File: config.mk
export PLATFORM = sky130hd
export DESIGN_NAME = move_step_scheduler
export DESIGN_NICKNAME = d
export VERILOG_FILES = /design/src/rtl/move_step_scheduler.sv
export SDC_FILE = /design/constraint.sdc
export NUM_CORES = 1
export LEC_CHECK = 0
export ABC_AREA = 1
export BUFFER_PORTS_ARGS = -buffer_cell sky130_fd_sc_hd__buf_2
export CAP_MARGIN = 25
export CELL_PAD_IN_SITES_DETAIL_PLACEMENT = 0
export CELL_PAD_IN_SITES_GLOBAL_PLACEMENT = 1
export CORE_MARGIN = 1.5
export CORE_UTILIZATION = 45
export DETAILED_ROUTE_END_ITERATION = 10
export GPL_ROUTABILITY_DRIVEN = 0
export PLACE_DENSITY_LB_ADDON = 0.1
export SYNTH_ARGS = -nofsm -noshare
export SYNTH_HDL_FRONTEND = slang
export SYNTH_SLANG_ARGS = --single-unit
File: constraint.sdc
create_clock -name clk -period 4.8 [get_ports clk]
set_input_delay 0.72 -clock clk [delete_from_list [all_inputs] [get_ports clk]]
set_output_delay 0.72 -clock clk [all_outputs]
set_load 0.05 [all_outputs]
File: src/rtl/move_step_scheduler.sv
// move_step_scheduler: periodic move tick, per-player direction latch and
// two-player step sequencing with collision-based round outcome.
module move_step_scheduler #(
    parameter int TICK_DIV    = 4000000,
    parameter int ACK_TIMEOUT = 16
) (
    input  logic        clk,
    input  logic        rst,
    input  logic        run,
    input  logic [2:0]  dir1_in,
    input  logic [2:0]  dir2_in,
    output logic        step_req1,
    output logic [2:0]  step_dir1,
    input  logic        step_ack1,
    input  logic        collision1,
    output logic        step_req2,
    output logic [2:0]  step_dir2,
    input  logic        step_ack2,
    input  logic        collision2,
    output logic        game_over,
    output logic [1:0]  winner,
    output logic        fault,
    output logic [15:0] step_count
);

    localparam logic [2:0] WAIT  = 3'd0;
    localparam logic [2:0] RIGHT = 3'd1;
    localparam logic [2:0] LEFT  = 3'd2;
    localparam logic [2:0] DOWN  = 3'd3;
    localparam logic [2:0] UP    = 3'd4;

    localparam int TW = (TICK_DIV > 2) ? $clog2(TICK_DIV) : 1;
    localparam int AW = (ACK_TIMEOUT > 1) ? $clog2(ACK_TIMEOUT) : 1;
    localparam logic [TW-1:0] TICK_LAST = TW'(TICK_DIV - 1);
    localparam logic [AW-1:0] ACK_LAST  = AW'(ACK_TIMEOUT - 1);

    typedef enum logic [2:0] {
        IDLE,
        WAIT_TICK,
        MOVE1,
        MOVE2,
        EVAL,
        OVER
    } state_t;

    state_t        state;
    logic [TW-1:0] tick_cnt;
    logic [AW-1:0] ack_cnt;
    logic          col1;
    logic          col2;
    logic [2:0]    nxt1;
    logic [2:0]    nxt2;
    logic          tmo_hit;

    function automatic logic [2:0] opposite(input logic [2:0] d);
        logic [2:0] o;
        case (d)
            RIGHT:   o = LEFT;
            LEFT:    o = RIGHT;
            DOWN:    o = UP;
            UP:      o = DOWN;
            default: o = WAIT;
        endcase
        return o;
    endfunction

    // WAIT and immediate reversals keep the current heading
    function automatic logic [2:0] next_dir(input logic [2:0] cur,
                                            input logic [2:0] req);
        logic [2:0] n;
        n = (req > UP) ? WAIT : req;
        if (n == WAIT || (cur != WAIT && n == opposite(cur)))
            return cur;
        return n;
    endfunction

    assign nxt1    = next_dir(step_dir1, dir1_in);
    assign nxt2    = next_dir(step_dir2, dir2_in);
    assign tmo_hit = (ack_cnt == ACK_LAST);

    always_ff @(posedge clk) begin
        if (!rst) begin
            state      <= IDLE;
            tick_cnt   <= '0;
            ack_cnt    <= '0;
            col1       <= 1'b0;
            col2       <= 1'b0;
            step_req1  <= 1'b0;
            step_req2  <= 1'b0;
            step_dir1  <= WAIT;
            step_dir2  <= WAIT;
            game_over  <= 1'b0;
            winner     <= 2'b00;
            fault      <= 1'b0;
            step_count <= '0;
        end else if (state == IDLE || !run) begin
            // idle, or abort from any active state; fault is sticky
            state      <= (state == IDLE && run) ? WAIT_TICK : IDLE;
            tick_cnt   <= '0;
            ack_cnt    <= '0;
            col1       <= 1'b0;
            col2       <= 1'b0;
            step_req1  <= 1'b0;
            step_req2  <= 1'b0;
            step_dir1  <= WAIT;
            step_dir2  <= WAIT;
            game_over  <= 1'b0;
            winner     <= 2'b00;
            step_count <= '0;
        end else begin
            unique case (state)
                WAIT_TICK: begin
                    if (tick_cnt == TICK_LAST) begin
                        tick_cnt  <= '0;
                        step_dir1 <= nxt1;
                        step_dir2 <= nxt2;
                        step_req1 <= (nxt1 != WAIT);
                        ack_cnt   <= '0;
                        state     <= MOVE1;
                    end else begin
                        tick_cnt <= tick_cnt + TW'(1);
                    end
                end
                MOVE1: begin
                    if (!step_req1 || step_ack1 || tmo_hit) begin
                        col1      <= step_req1 && step_ack1 && collision1;
                        fault     <= fault | (step_req1 && !step_ack1);
                        step_req1 <= 1'b0;
                        step_req2 <= (step_dir2 != WAIT);
                        ack_cnt   <= '0;
                        state     <= MOVE2;
                    end else begin
                        ack_cnt <= ack_cnt + AW'(1);
                    end
                end
                MOVE2: begin
                    if (!step_req2 || step_ack2 || tmo_hit) begin
                        col2      <= step_req2 && step_ack2 && collision2;
                        fault     <= fault | (step_req2 && !step_ack2);
                        step_req2 <= 1'b0;
                        ack_cnt   <= '0;
                        state     <= EVAL;
                    end else begin
                        ack_cnt <= ack_cnt + AW'(1);
                    end
                end
                EVAL: begin
                    // a crashing player loses: winner bit is the other player
                    winner <= {col1, col2};
                    col1   <= 1'b0;
                    col2   <= 1'b0;
                    if (col1 || col2) begin
                        game_over <= 1'b1;
                        state     <= OVER;
                    end else begin
                        if (step_count != 16'hFFFF)
                            step_count <= step_count + 16'd1;
                        tick_cnt <= '0;
                        state    <= WAIT_TICK;
                    end
                end
                OVER: begin
                    state <= OVER;
                end
                default: begin
                    state <= IDLE;
                end
            endcase
        end
    end

endmodule
==> out/results.txt, run 1 <==
The flow ran to the end, and the final reports show no timing, DRC or antenna violations. 0 antenna diodes ended up in the layout. The main combinational cell family by area after synthesis is simple AND/OR/NAND/NOR gates. The smallest clock period supported by the final layout is computed as 2020 ps. After clock tree synthesis, the setup repair step added 0 buffers. Entering global routing, the biggest net connects 24 pins. The total chip power came out at 1.01 mW. The arrival time of data at the critical path endpoint was 2300 ps. Once the floorplan was initialized, standard cells occupied 46.0% of the core. The top cell type's share of synthesized area is 33.4%.

41 I/O pins were placed. The kind of start point of the critical path is a flop. For this run, the number of Yosys warnings is 0. The area added between synthesis and finish is 13.4%. The post-route core utilization was 52.2%. Detailed placement finished with a half-perimeter wire length of 6.16 mm. Setup repair after global routing left no endpoint under its margin. Dividing total power by cell area gives a power density of 251 nW/um^2.

The critical path is of the flop to flop type. Summing over every cut layer, the via total after detailed routing is 3,468. The fraction of the mapped netlist area in compound gates came out at 12.4%. The first global-routing pass estimated 14.2 mm of wire. The leakage component of the power was 1.68 nW. The worst hold slack after final layout is 480 ps. The worst-case setup slack after placement came out at 2710 ps. The share of the clock period used by the worst path after layout is 42.1%. On the final layout, the worst clock skew is 7.24 ps.

The worst register-to-register path has a setup slack of 2780 ps. Of all flip-flops after synthesis, the portion carrying an async set or reset was 0%. The overall die area is 8400 sq um.

Derived from the worst setup path, the maximum achievable clock frequency is 0.495 GHz. Summing all placed instances gives a cell area of 3810 sq um. After layout, the worst setup slack is 2780 ps.

The post-route standard cell area excluding fillers was 4010 sq um; the number of failing hold endpoints at the final stage was 0. TritonCTS built the clock tree. The run gives 537 as the number of cells produced by synthesis.

The H-tree was split into 3 levels. Measured along the x axis, the die boundary spans 91.7 um. The maximum vdd drop was 0.000150 V; the number of antenna violations at the first check in global routing was 0. After synthesis, the netlist uses 48 different library cells. The transition time at the pin with the least slew margin works out to 477 ps.

After synthesis the netlist holds a flip-flop and latch count of 59. The post-detailed-route via-to-cell ratio was 5.07. Clock-pin slew was measured on the worst setup and hold paths at 70 ps. After global routing the overflow that remains totals 0. The via count of the first global-routing pass was 3,156.

The detail route stage leaves a number of antenna-violating nets equal to 0. The synthesized netlist devotes 1.77% of its cell area to adder and majority cells. The synthesized cell area came out at 3540 sq um. The share of layout cells above drive strength 1 is 15.5%, and the number of cells in the finished layout apart from fillers is 684. Multiplexer cells account for 0% of the synthesized area. After detailed routing, the number of remaining DRC violations is 0.

The run gives 670 as the number of cells in the design after placement. Total wire length after detailed routing: 8.13 mm. The tools report the sum of negative setup slack as 0 ps. The path class of the tightest hold or removal check is flop to flop. The fraction of synthesized cell area in xor and xnor cells was 2.48%. The first detailed-routing pass took 4 iterations.

The commonest cells after synthesis are nand2_1 (132), inv_1 (71), nor2_1 (60), dfxtp_1 (59), nand3_1 (39). The tools report the element type at the critical path end as a flop. By area the synthesized netlist is led by dfxtp_1 (33%), nand2_1 (14%), inv_1 (7.5%), nor2_1 (6.4%), nand3_1 (5.5%). Counting along the longest clock path gives a buffer depth of 2. Cell accounting for the most synthesized area: dfxtp_1. The tree is rooted in a clkbuf_8. The average instance area after synthesis was 6.59 sq um; the total of hold buffers inserted after clock tree synthesis was 0. The die height came out at 91.7 um. For the final-report setup violation count, the log shows 0.

The placement row count is 32. In the global route stage, overall resource usage came out at 20.9%. The tools report the post-synthesis net count as 555. By instance count, the leading cell after synthesis is nand2_1.

The count of port buffers added during placement was 40. The logs give 0 for the number of pins exceeding their max-slew limit in the final report and 597 for the number of nets in the layout. The data required time at the worst endpoint is 5080 ps, and the count of maximum capacitance violations is 0. Prevailing post-synth register cell: dfxtp_1. The simple-gate area share of the yosys netlist is 39.8%, and the violation count after the first detailed-routing iteration is 178.

The run gives 59 as the clock sink count. The number of enable-type register cells in the synthesized netlist is 0. The floorplan step defined a core boundary enclosing 7690 sq um. In this run the worst path has a maximum fanout of 23. The logs give 68.1% for the relative slew slack and 340 ps for the source-to-sink clock delay at the later pin of the worst-skew pair. Dividing the detail-routed wire length by the instance count gives 11.9 um. The number of clock buffers added by TritonCTS is 9. Of the synthesized area, sequential elements account for 33.4%. In this run, post-CTS repair resized a total of 0 instances.
-- report_power, final --
group	leakage [nW]	internal (mW)	total, mW	switching, mW
Clock	0.104	0.275	0.462	0.186
Sequential	0.475	0.491	0.493	0.00219
Combinational	1.10	0.0161	0.0539	0.0378
Total	1.68	0.782	1.01	0.226
-- routing by layer --
| layer | routed length, um | share of wire [%] | GRT usage (%) | vias to the layer above |
|---|---|---|---|---|
| li1 | - | - | - | 1822 |
| met1 | 4080 | 50 | 27.8 | 1566 |
| met2 | 3610 | 44 | 33.1 | 72 |
| met3 | 366 | 4.5 | 5.64 | 8 |
| met4 | 77 | 0.95 | 5.86 | 0 |
| met5 | 0 | 0 | 0 | - |
-- flip-flops by register name, summed over array words and instances (netlist names) --
register,count
step_dir2,3
winner,2
tick_cnt,22
step_dir1,3
ack_cnt,4
col2,1
col1,1
step_count,16
step_req2,1
fault,1
step_req1,1
state,3
game_over,1
-- layout make-up --
type	count	area (sq um)
clock inverter	2	35.0
inverter	79	299
tap	102	128
fill	816	3670
sequential	59	1180
timing repair buffer	41	208
multi-input combinational	389	2000
clock buffer	12	165
-- critical path, cell delays in order, from the launching register on --
cell and delay, ps:
dfxtp_1 490, inv_1 160, nand2_1 120, nand2_1 80, nor2_2 80, buf_4 260
nand2_1 350, or2_0 310, nor2_1 100
-- cell usage in the layout (no fill, tap or decap), types with 4 or more instances in the layout --
cell	synthesis	layout
nand2_1	132	132
inv_1	71	71
nor2_1	60	60
dfxtp_1	59	59
buf_2	6	40
nand3_1	39	39
a21oi_1	35	35
o21ai_0	26	26
nand4_1	15	15
nor3_1	15	15
clkbuf_8	0	12
xor2_1	9	9
inv_2	6	6
ha_1	5	5
nand2_2	4	4
nor4_1	4	4
-- path summary, 6_finish.rpt --
check / start / end / cells after the start
worst max-delay path: state[1] / tick_cnt[13] / 8
worst min register to register: tick_cnt[17] / tick_cnt[17] / 2
worst min-delay path: tick_cnt[17] / tick_cnt[17] / 2
worst max register to register: state[1] / tick_cnt[13] / 8
-- kinds of logic after synthesis --
group	Yosys count
AOI/OAI and AO/OA	79
xor gates and xnor gates	10
adders and majority gates	5
buffers and inverters	89
DFF	59
and+or+nand+nor	295
Note: power is estimated with default switching activity, not from simulation.
==> inputs of run 2 (changes only) <==
- CORE_UTILIZATION: 45 -> 37
- clock period: 4.8 -> 1.64 ns (I/O delays scaled with it)
==> run 2 against run 1 <==
Maximum frequency up 24%. Core utilization down 1.3 points. Cell count up 12%. Count of clock-buffer cells in the layout down 2. Clock skew up 4.8 ps. Setup slack worse by 2800 ps. Worst hold slack worse by 340 ps. Routed wire length up 15%. First-iteration DRC count down 54%. Sequential share of layout area down 3.5 points. Non-clock buffer count up 50. Sequential power rose to 2.9 times the previous value.
==> out/results.txt, run 2 (synthesis results as in run 1) <==
The share of layout cells above drive strength 1 works out to 32.6% (+17 points). The transition time at the pin with the least slew margin is 334 ps (-144 ps). For the number of search-and-repair iterations in the first detailed-routing pass, the log shows 5 (+1). Setup repair after global routing could not meet its margin everywhere. The clock-pin transition on the worst setup and hold timing paths is 70 ps (about the same), and the core area is 9240 sq um (+20%).

The largest stage delay on the critical path was 370 ps (-120 ps); the post-detailed-placement half-perimeter wirelength was 7.11 mm (+15%). The logs give 9 (unchanged) for the number of buffers created by CTS and 0 ps (unchanged) for the sum of negative setup slack. The tools report the maximum number of pins on one net before global-route repair as 15 (-38%). The largest register by flop count was tick_cnt. The share of the clock period used by the worst path after layout is 99.2% (+57 points), and the overall die area is 10,200 sq um (+21%). The element type at the critical path end was a flop. The top achievable clock speed was 0.615 GHz (+24%); the remaining global-route overflow was 0 (unchanged). The most common cell after layout, fill and taps aside was nand2_1.

The run finished with clean final reports. The tools report the relative slew slack as 77.5% (+9.4 points). The run gives 35 (+9.4%) as the placement row count.

The count of buffer and inverter cells on the critical path came out at 3 (+1). The x dimension of the die is 101 um (+9.9%). For the number of pins exceeding their max-slew limit in the final report, the log shows 0 (unchanged). The cell depth of the worst hold path came out at 3 (+1).

The final-report setup violation count was 0 (unchanged); the count of maximum capacitance violations was 0 (unchanged). The total of hold buffers inserted after clock tree synthesis was 0 (unchanged). The worst hold path belongs to the class input pin to flop. End of the worst register-to-register path: step_count[13]. The tools report the wire length of the first global-routing pass as 15.7 mm (+11%). Cell family contributing the most delay on the critical path: simple AND/OR/NAND/NOR gates. The residual DRC count is 0 (unchanged), and the power density relative to cell area is 622 nW/um^2 (+150%). The wire length per cell was 12.2 um (+3.0%).

Flop-to-flop setup slack: 10 ps (-2770 ps). Die height: 101 um (+9.9%). The number of antenna violations at the first check in global routing was 0 (unchanged); the cell count of the worst reg-to-reg path was 12 (+4). Detailed-route via count: 3,689 (+6.4%). The overall routing resource usage was 19.3% (-1.6 points); the total I/O pin count was 41 (unchanged). For the total wire length after detailed routing, the log shows 9.34 mm (+15%).

The largest registers in the layout are tick_cnt: 22 flops, step_count: 16 flops, ack_cnt: 4 flops. For the initial core utilization, the log shows 38.3% (-7.7 points). The critical path goes through ha_4 > inv_4 > nor3_4 > nand2_2 > nor2_1 > nand2_1 > nand2_4 > clkinvlp_4 > nand2_2 > o21bai_1 > inv_1 > nor2_1. For the clock sink count, the log shows 59 (unchanged). The number of H-tree branching levels came out at 3 (unchanged).

CTS placed an instance of clkbuf_8 at the clock tree root. The maximum net fanout on the critical path is 6 (-74%). The worst hold path begins at rst. TritonCTS built the clock tree. The number of flip-flops in the largest register is 22 (unchanged), and the worst hold slack after final layout is 140 ps (-340 ps). From synthesis to final layout, the design area changed by 32.9%. The minimum clock period after layout was 1630 ps (-393 ps). The run gives 0.000333 V (+120%) as the maximum vdd drop.

The run gives 3,474 (+10%) as the via count of the first global-routing pass. The data required time at the worst endpoint was 1880 ps (-3200 ps). The count of port buffers added during placement is 40 (unchanged).

For hold timing, the worst endpoint is state[0]. Source-to-sink clock delay at the later pin of the worst-skew pair: 340 ps (about the same). The leakage component of the power is 1.99 nW (+19%). The run gives 2 (unchanged) as the largest buffer count on any clock path. In the layout the commonest cells are nand2_1 (118), inv_1 (65), nor2_1 (55). The final antenna diode count came out at 0 (unchanged). The worst setup path is launched from a flop. The run gives 12.0 ps (+4.79 ps) as the maximum clock skew at final layout. Startpoint of the most critical register-to-register path: step_count[0]. The violation count after the first detailed-routing iteration was 82 (-54%); the post-detailed-route via-to-cell ratio was 4.83 (-4.6%). The standard cell with the maximum stage delay on the critical path is dfxtp_4. The number of failing hold endpoints at the final stage is 0 (unchanged), and the number of nets in the layout is 648 (+8.5%). Type of the worst setup path: flop to flop.

The arrival time of data at the critical path endpoint was 1860 ps (-440 ps). The run gives 0 (unchanged) as the antenna violation net count after detailed routing.
-- run 2: area by class of cell --
class                   instances  area (sq um)
clock buffers                  10           128
clock inverters                 5          56.3
fillers                       990          4540
inverters                      79           308
multi-input cells             389          2210
flip-flops and latches         59          1220
well taps                     129           161
repair buffers                 91           611
repair inverters                1          7.51
-- run 2: repair_timing --
action / 4_1_cts / 5_1_grt
buffers inserted: 1 / 7
endpoints found under the setup margin: 16 / 52
cloned: 1 / 0
endpoints found under the hold margin: 0 / 0
pin swaps: 3 / 20
gates resized for setup: 11 / 66
-- run 2: per-stage QoR --
step                cell area, sq um  std cells  power [mW]  setup slack (ps)  utilization [%]
floorplan                       3580        537        1.58             -20.4                -
detailed placement              4210        739        1.65             -35.3             45.6
finish                          4700        763        2.92              13.8             50.9
CTS                             4430        756        2.96             -2.20             47.9
global placement                4210        739        1.65             -32.9             45.6
global route                    4700        763        3.05             -86.8             50.9
-- run 2: worst max path at each step --
| stage | start | to | slack (ps) | cells after the start |
|---|---|---|---|---|
| floorplan | step_count[13] | step_count[0] | -20 | 8 |
| global placement | ack_cnt[0] | state[0] | -30 | 12 |
| detailed placement | ack_cnt[0] | state[0] | -40 | 12 |
| CTS | step_count[0] | step_count[1] | -2 | 10 |
| global route | step_count[0] | step_count[13] | -90 | 12 |
| finish | step_count[0] | step_count[13] | 10 | 12 |
-- run 2: worst register-to-register path, stage by stage (launching register included) --
cell and delay [ps]:
dfxtp_4 370, ha_4 150, inv_4 40, nor3_4 130, nand2_2 80, nor2_1 90, nand2_1 100, nand2_4 120
clkinvlp_4 180, nand2_2 110, o21bai_1 70, inv_1 60, nor2_1 30
-- run 2: layer usage --
metal  track usage [%]  vias up  routed length (um)
li1                  -     1931                   -
met1              25.7     1681                4680
met2              31.4       65                4220
met3              3.19       12                 308
met4              6.83        0                 124
met5                 0        -                   0
-- run 2: power by group --
part	leakage, nW	total [mW]	switching [mW]	internal [mW]
registers	0.487	1.44	0.00658	1.43
clock network	0.0921	1.29	0.601	0.691
logic	1.41	0.196	0.127	0.0695
